<file path="src/rtl/pc_pkg.sv">
// Shared types and defaults for the fetch-stage program-counter generator.
package pc_pkg;

  localparam int unsigned      PC_XLEN_DEFAULT         = 64;
  localparam logic [63:0]      PC_RESET_VECTOR_DEFAULT = '0;

  typedef enum logic [1:0] {
    BOOT,
    RUN,
    HALTED
  } pc_state_e;

  typedef enum logic [1:0] {
    NONE,
    BRANCH,
    TRAP
  } redir_cause_e;

endpackage

</file>
<file path="src/rtl/pc_redirect_latch.sv">
// Pending-redirect register with trap-over-branch priority merge.
module pc_redirect_latch
  import pc_pkg::*;
#(
  parameter int unsigned XLEN = PC_XLEN_DEFAULT
) (
  input  logic              clk,
  input  logic              reset_n,
  input  logic              trap_valid,
  input  logic [XLEN-1:0]   trap_target,
  input  logic              branch_valid,
  input  logic [XLEN-1:0]   branch_target,
  input  logic              capture,
  input  logic              clear,
  output redir_cause_e      sel_cause,
  output logic [XLEN-1:0]   sel_target,
  output logic              pending,
  output logic [XLEN-1:0]   pend_target
);

  redir_cause_e    cause_q, cause_d, base_cause;
  logic [XLEN-1:0] target_q, target_d;

  // Best redirect among new requests and the held one: new trap, held trap, new branch, held branch.
  always_comb begin
    sel_cause  = cause_q;
    sel_target = target_q;
    if (trap_valid) begin
      sel_cause  = TRAP;
      sel_target = trap_target;
    end else if (cause_q != TRAP && branch_valid) begin
      sel_cause  = BRANCH;
      sel_target = branch_target;
    end
  end

  // Next held redirect: optionally cleared first, then merged with any new request when capturing.
  always_comb begin
    base_cause = clear ? NONE : cause_q;
    cause_d    = base_cause;
    target_d   = target_q;
    if (capture) begin
      if (trap_valid) begin
        cause_d  = TRAP;
        target_d = trap_target;
      end else if (base_cause != TRAP && branch_valid) begin
        cause_d  = BRANCH;
        target_d = branch_target;
      end
    end
  end

  // Pending cause/target registers.
  always_ff @(posedge clk or negedge reset_n) begin
    if (!reset_n) begin
      cause_q  <= NONE;
      target_q <= '0;
    end else begin
      cause_q  <= cause_d;
      target_q <= target_d;
    end
  end

  assign pending     = (cause_q != NONE);
  assign pend_target = target_q;

endmodule

</file>
<file path="src/rtl/pc_gen.sv">
// Fetch-stage program-counter generator: FSM, PC register, redirect handling, fetch counter.
module pc_gen
  import pc_pkg::*;
#(
  parameter int unsigned      XLEN         = PC_XLEN_DEFAULT,
  parameter logic [XLEN-1:0]  RESET_VECTOR = XLEN'(PC_RESET_VECTOR_DEFAULT),
  parameter int unsigned      INST_BYTES   = 4,
  parameter int unsigned      CNT_W        = 32
) (
  input  logic              clk,
  input  logic              reset_n,
  input  logic              stall,
  input  logic              trap_valid,
  input  logic [XLEN-1:0]   trap_target,
  input  logic              branch_valid,
  input  logic [XLEN-1:0]   branch_target,
  input  logic              halt_req,
  input  logic              resume,
  input  logic              pc_ready,
  output logic [XLEN-1:0]   pc_out,
  output logic              pc_valid,
  output logic              redirect_pending,
  output logic              misalign_err,
  output logic [CNT_W-1:0]  fetch_count
);

  localparam logic [XLEN-1:0] ALIGN_MASK = XLEN'(INST_BYTES - 1);
  localparam logic [XLEN-1:0] PC_INC     = XLEN'(INST_BYTES);

  pc_state_e        state_q, state_d;
  logic [XLEN-1:0]  pc_q, pc_d;
  logic             pc_valid_q, pc_valid_d;
  logic             misalign_q, misalign_d;
  logic [CNT_W-1:0] count_q, count_d;

  logic             capture, clear, apply;
  logic [XLEN-1:0]  apply_target;
  redir_cause_e     sel_cause;
  logic [XLEN-1:0]  sel_target;
  logic             pending;
  logic [XLEN-1:0]  pend_target;

  pc_redirect_latch #(
    .XLEN (XLEN)
  ) u_redirect_latch (
    .clk           (clk),
    .reset_n       (reset_n),
    .trap_valid    (trap_valid),
    .trap_target   (trap_target),
    .branch_valid  (branch_valid),
    .branch_target (branch_target),
    .capture       (capture),
    .clear         (clear),
    .sel_cause     (sel_cause),
    .sel_target    (sel_target),
    .pending       (pending),
    .pend_target   (pend_target)
  );

  // Next state, next PC and latch control for the current cycle.
  always_comb begin
    state_d      = state_q;
    pc_d         = pc_q;
    count_d      = count_q;
    capture      = 1'b0;
    clear        = 1'b0;
    apply        = 1'b0;
    apply_target = '0;
    unique case (state_q)
      BOOT: begin
        state_d = RUN;
      end
      RUN: begin
        if (stall) begin
          capture = 1'b1;
        end else if (trap_valid) begin
          apply        = 1'b1;
          apply_target = trap_target;
          clear        = 1'b1;
        end else if (halt_req) begin
          // A same-cycle branch is held for resume rather than applied.
          state_d = HALTED;
          capture = 1'b1;
        end else if (sel_cause != NONE) begin
          apply        = 1'b1;
          apply_target = sel_target;
          clear        = 1'b1;
        end else if (pc_ready) begin
          pc_d    = pc_q + PC_INC;
          count_d = count_q + 1'b1;
        end
      end
      HALTED: begin
        if (stall) begin
          capture = 1'b1;
        end else if (trap_valid) begin
          state_d      = RUN;
          apply        = 1'b1;
          apply_target = trap_target;
          clear        = 1'b1;
        end else if (resume) begin
          // Consume the held target; a branch arriving alongside resume becomes the new pending one.
          state_d      = RUN;
          clear        = 1'b1;
          capture      = 1'b1;
          apply        = pending;
          apply_target = pend_target;
        end else begin
          capture = 1'b1;
        end
      end
      default: begin
        state_d = BOOT;
      end
    endcase
    misalign_d = apply && ((apply_target & ALIGN_MASK) != '0);
    if (apply) begin
      pc_d = apply_target & ~ALIGN_MASK;
    end
    pc_valid_d = (state_d == RUN);
  end

  // State, PC, registered outputs and fetch counter.
  always_ff @(posedge clk or negedge reset_n) begin
    if (!reset_n) begin
      state_q    <= BOOT;
      pc_q       <= RESET_VECTOR;
      pc_valid_q <= 1'b0;
      misalign_q <= 1'b0;
      count_q    <= '0;
    end else begin
      state_q    <= state_d;
      pc_q       <= pc_d;
      pc_valid_q <= pc_valid_d;
      misalign_q <= misalign_d;
      count_q    <= count_d;
    end
  end

  assign pc_out           = pc_q;
  assign pc_valid         = pc_valid_q;
  assign redirect_pending = pending;
  assign misalign_err     = misalign_q;
  assign fetch_count      = count_q;

endmodule

</file>
<file path="config.mk">
export PLATFORM = sky130hd
export DESIGN_NAME = pc_gen
export DESIGN_NICKNAME = d
export VERILOG_FILES = /design/src/rtl/pc_pkg.sv /design/src/rtl/pc_redirect_latch.sv /design/src/rtl/pc_gen.sv
export SDC_FILE = /design/constraint.sdc
export NUM_CORES = 1
export LEC_CHECK = 0
export CORE_ASPECT_RATIO = 1.5
export CORE_MARGIN = 4
export CORE_UTILIZATION = 48
export DETAILED_ROUTE_END_ITERATION = 12
export GPL_TIMING_DRIVEN = 0
export HOLD_SLACK_MARGIN = 0.03
export PLACE_DENSITY_LB_ADDON = 0.2
export SKIP_CTS_REPAIR_TIMING = 1
export SLEW_MARGIN = 20
export SYNTH_ARGS = -nofsm -noshare
export SYNTH_HDL_FRONTEND = slang
export SYNTH_HIERARCHICAL = 1
export SYNTH_SLANG_ARGS = --single-unit
export TNS_END_PERCENT = 5
</file>
<file path="constraint.sdc">
create_clock -name clk -period 2.8 [get_ports clk]
set_clock_uncertainty 0.05 [all_clocks]
set_input_delay 0.56 -clock clk [delete_from_list [all_inputs] [get_ports clk]]
set_output_delay 0.56 -clock clk [all_outputs]
set_load 0.02 [all_outputs]
</file>
==> results.toml <==
[run_status]
outcome = "finished, violations left"
failed_checks = "setup timing"

[critical_path]
reg2regPathDepth = 11
worstReg2RegStart = "u_redirect_latch/cause_q[0]"
cell_by_cell_trace_of_the_critical_path = "dlymetal6s2s_1, buf_6, nand2_4, a21o_4, or4b_4, nor4_4, buf_4, nand4_1, buf_4, or3_1, a31oi_1"
path_max_fanout = 10
worst_path_most_repeated_cell = "sky130_fd_sc_hd__buf_4"
critical-path-slowest-cell = "sky130_fd_sc_hd__or4b_4"
arrival_ns = 3.39
regToRegEndpoint = "pc_out[32]"
endpoint_kind = "flop"
critical-path-max-stage-delay_ns = 0.52
category_of_the_critical_setup_timing_path = "input port to flop"
required_ns = 3.11
rrSetupSlack_ns = -0.28
cp-start-kind = "input port"

[floorplan]
ios = 235
std_cell_rows = 69
core_area_sq_um = 23800
dieArea_sq_um = 26800
initial_utilization_pct = 48.8
fp.dieH_um = 199
die_w_um = 135

[placed_design]
placement.io_buffers = 231
finalWeightedCongestion = 0.942
dp_hpwl_um = 33400
placed_cells = 1903

[cells_and_area]
area_growth_pct = 34.0
antenna-diode-count = 0
layoutNonFillerInstCount = 1959
utilization_pct = 65.4
post_route_cells_drive_above_1_share_pct = 13.0
final.fill_count = 2002
total_area_of_multi_input_combinational_cells_sq_um = 6620
num-nets-final = 1769
sequential_standard_cell_area_sq_um = 4100

[synthesis]
ff_latch_count_synth = 164
syn_inst = 1350
yosysWarnings = 6
postSynthAreaPerCell_sq_um = 8.62
synth_sequential_area_ratio_pct = 35.3
synth.lib_cells_used.distinct = 66
syn-cell-area_sq_um = 11600
post-synth-top-area-fraction_pct = 35.3
synthDominantAreaCellType = "sky130_fd_sc_hd__dfrtp_1"
ys_async_sr_fraction_pct = 100
synth-edff-count = 0
synth-main-ff-cell = "sky130_fd_sc_hd__dfrtp_1"
synthTopCellsByArea = "sky130_fd_sc_hd__dfrtp_1, sky130_fd_sc_hd__mux2_2, sky130_fd_sc_hd__nand4b_1"

[global_route]
antenna_found_initial = 0
grt_pass1_wl_um = 68300
pin_count_of_the_biggest_net_entering_global_routing = 64
grtUsageTotal_pct = 32.8
overflow = 0
grt_pass1_vias = 12400

[sta]
final-setup-viol-count = 90
report.final.slew_viol_count = 0
rsz0062_at_grt = "yes"
worst-slew-pin-transition_ns = 1.06
period_share_pct = 110
hold_viol = 0
max-slew-margin-rel_pct = 28.7
max_freq_ghz = 0.325
fin_crit_ns = 3.08
fin_ws_ns = -0.281

[clock_network]
cts_tree = "done"
cts_sinks = 164
max-clock-path-buffers = 2
cts-buffers-inserted = 17
clockRootBuffer = "sky130_fd_sc_hd__clkbuf_16"
htree_num_levels = 4
clk_pin_slew_ns = 0.07
worst_skew_pair.late_latency_ns = 0.45

[detailed_routing]
detail_route.wl_per_cell_um = 23.4
route.final.wire_length_um = 45900
vias_per_cell = 6.50
dr.first_iter.drc_count = 1489
dr.pass1.iters = 8
remaining_drc_errors = 0
num_vias = 12700
drtAntennaViolNets = 0

[flow_run]
drv_cap = 0

[worst_hold_path]
timing.hold.worst_endpoint = "fetch_count[31]"
holdCritPathClass = "flop to flop"
min_from = "fetch_count[31]"
hold_depth = 1

[pwr]
power_density_nw_per_um2 = 913
peakVddDrop_mv = 0.595
static_leakage_nw = 6.33
==> state kept, by name (all words and copies together) (netlist names) <==
signal and flops:
state_q 2, u_redirect_latch/pend_target 64, fetch_count 32, misalign_err 1
pc_valid 1, pc_out 62, u_redirect_latch/cause_q 2
==> synth_stat cells (all sizes together) (3+ instances only) <==
master / n
o211ai: 11
nand4: 41
a221oi: 6
clkbuf: 87
nor3: 21
nand4b: 66
a32o: 4
inv: 148
a31oi: 25
o221a: 19
a21oi: 14
o221ai: 19
and4: 13
o31a: 11
nor2: 36
a211oi: 5
a221o: 8
xnor2: 28
or4: 10
and3: 13
or2: 3
nand2: 150
nor4: 9
o311a: 3
a22o: 5
xor2: 28
mux2: 65
o21ai: 91
buf: 25
o21a: 9
nand3: 30
dfrtp: 164
a22oi: 43
ha: 6
or3: 15
and2: 8
o31ai: 10
o311ai: 64
a21boi: 14
==> where the power goes <==
group | leakage [nW] | total, W | switching (W) | internal (W)
registers | 2.02 | 0.00453 | 0.00117 | 0.00336
logic | 3.98 | 0.00692 | 0.00380 | 0.00312
clock network | 0.323 | 0.00278 | 0.00106 | 0.00172
==> critical path: cells and delay by family <==
kind / cells / cell delay [ns]
buffers and inverters: 4 / 1.00
and+or+nand+nor: 5 / 1.43
AOI/OAI and AO/OA: 2 / 0.39
==> cell type report <==
type	instances	area share, %
sequential	164	26.3
multi-input combinational	927	42.4
clock inverter	12	1.44
timing repair buffer	260	16.7
inverter	148	3.56
tap	319	2.56
clock buffer	20	2.93
buffer	109	4.04
==> cell usage in the layout (no fill, tap or decap), types with 8 or more instances in the layout <==
master | netlist | layout
sky130_fd_sc_hd__dfrtp_1 | 164 | 164
sky130_fd_sc_hd__o211ai_1 | 11 | 11
sky130_fd_sc_hd__nand2_1 | 150 | 148
sky130_fd_sc_hd__clkbuf_1 | 87 | 61
sky130_fd_sc_hd__nor3_1 | 21 | 19
sky130_fd_sc_hd__and4_1 | 13 | 12
sky130_fd_sc_hd__mux2_2 | 54 | 53
sky130_fd_sc_hd__a21oi_1 | 13 | 12
sky130_fd_sc_hd__nand4b_1 | 66 | 66
sky130_fd_sc_hd__o21a_1 | 9 | 8
sky130_fd_sc_hd__or4_1 | 10 | 9
sky130_fd_sc_hd__o221a_2 | 19 | 19
sky130_fd_sc_hd__xor2_1 | 28 | 28
sky130_fd_sc_hd__a22oi_1 | 43 | 43
sky130_fd_sc_hd__buf_2 | 9 | 8
sky130_fd_sc_hd__a221o_1 | 8 | 8
sky130_fd_sc_hd__clkbuf_2 | 0 | 13
sky130_fd_sc_hd__nand4_1 | 39 | 39
sky130_fd_sc_hd__mux2_1 | 11 | 11
sky130_fd_sc_hd__buf_4 | 6 | 25
sky130_fd_sc_hd__buf_6 | 7 | 16
sky130_fd_sc_hd__o31a_1 | 11 | 11
sky130_fd_sc_hd__xnor2_1 | 28 | 27
sky130_fd_sc_hd__a31oi_1 | 25 | 25
sky130_fd_sc_hd__nor2_1 | 36 | 36
sky130_fd_sc_hd__nand3_1 | 30 | 29
sky130_fd_sc_hd__o311ai_0 | 59 | 59
sky130_fd_sc_hd__inv_1 | 148 | 148
sky130_fd_sc_hd__or3_1 | 15 | 15
sky130_fd_sc_hd__clkdlybuf4s50_1 | 0 | 228
sky130_fd_sc_hd__o221ai_1 | 19 | 19
sky130_fd_sc_hd__and3_1 | 13 | 13
sky130_fd_sc_hd__o31ai_1 | 10 | 9
sky130_fd_sc_hd__clkbuf_16 | 0 | 17
sky130_fd_sc_hd__a21boi_0 | 9 | 8
sky130_fd_sc_hd__o21ai_0 | 90 | 90
==> per-stage QoR <==
stage                     power [W]  hold slack (ns)  cell area, sq um  setup TNS (ns)  setup WS (ns)
after CTS                    0.0137          -0.0162             15100         -131.40          -1.22
after global placement       0.0108            0.409             14400        -1196.56          -6.09
after detailed placement     0.0109            0.408             14500         -203.99          -1.66
after global routing         0.0148            0.431             15600          -19.18         -0.328
final                        0.0142            0.416             15600          -13.50         -0.281
after floorplan             0.00813            0.214             11700          -10.75         -0.182
==> kinds of logic after synthesis <==
family | after synthesis | share of synthesized area [%]
buffers and inverters | 260 | 9.13
muxes | 67 | 6.46
DFF | 164 | 35.3
and+or+nand+nor | 424 | 20.5
AOI/OAI and AO/OA | 372 | 23.7
adders and majority gates | 6 | 0.645
other | 1 | 0.0322
xor gates and xnor gates | 56 | 4.22
==> how the worst max path moves through the flow <==
| stage | from | end | slack, ns | depth (start not counted) |
|---|---|---|---|---|
| after floorplan | trap_valid | pc_out[56] | -0.18 | 9 |
| after global placement | reset_n | u_redirect_latch/pend_target[36] | -6.09 | 1 |
| after detailed placement | branch_valid | pc_out[25] | -1.66 | 12 |
| after CTS | branch_valid | pc_out[62] | -1.22 | 12 |
| after global routing | u_redirect_latch/cause_q[0] | pc_out[40] | -0.33 | 10 |
| final | branch_valid | pc_out[32] | -0.28 | 11 |
==> metal layers <==
metal | global-route usage (%) | vias to the layer above | part of all wire, %
met5 | 0 | - | 0
met4 | 21.6 | 0 | 7.2
met3 | 6.53 | 234 | 9.4
met2 | 54.4 | 888 | 48
met1 | 38.2 | 6020 | 36
li1 | - | 5584 | -
No activity file was read; power rests on OpenSTA's default activity.
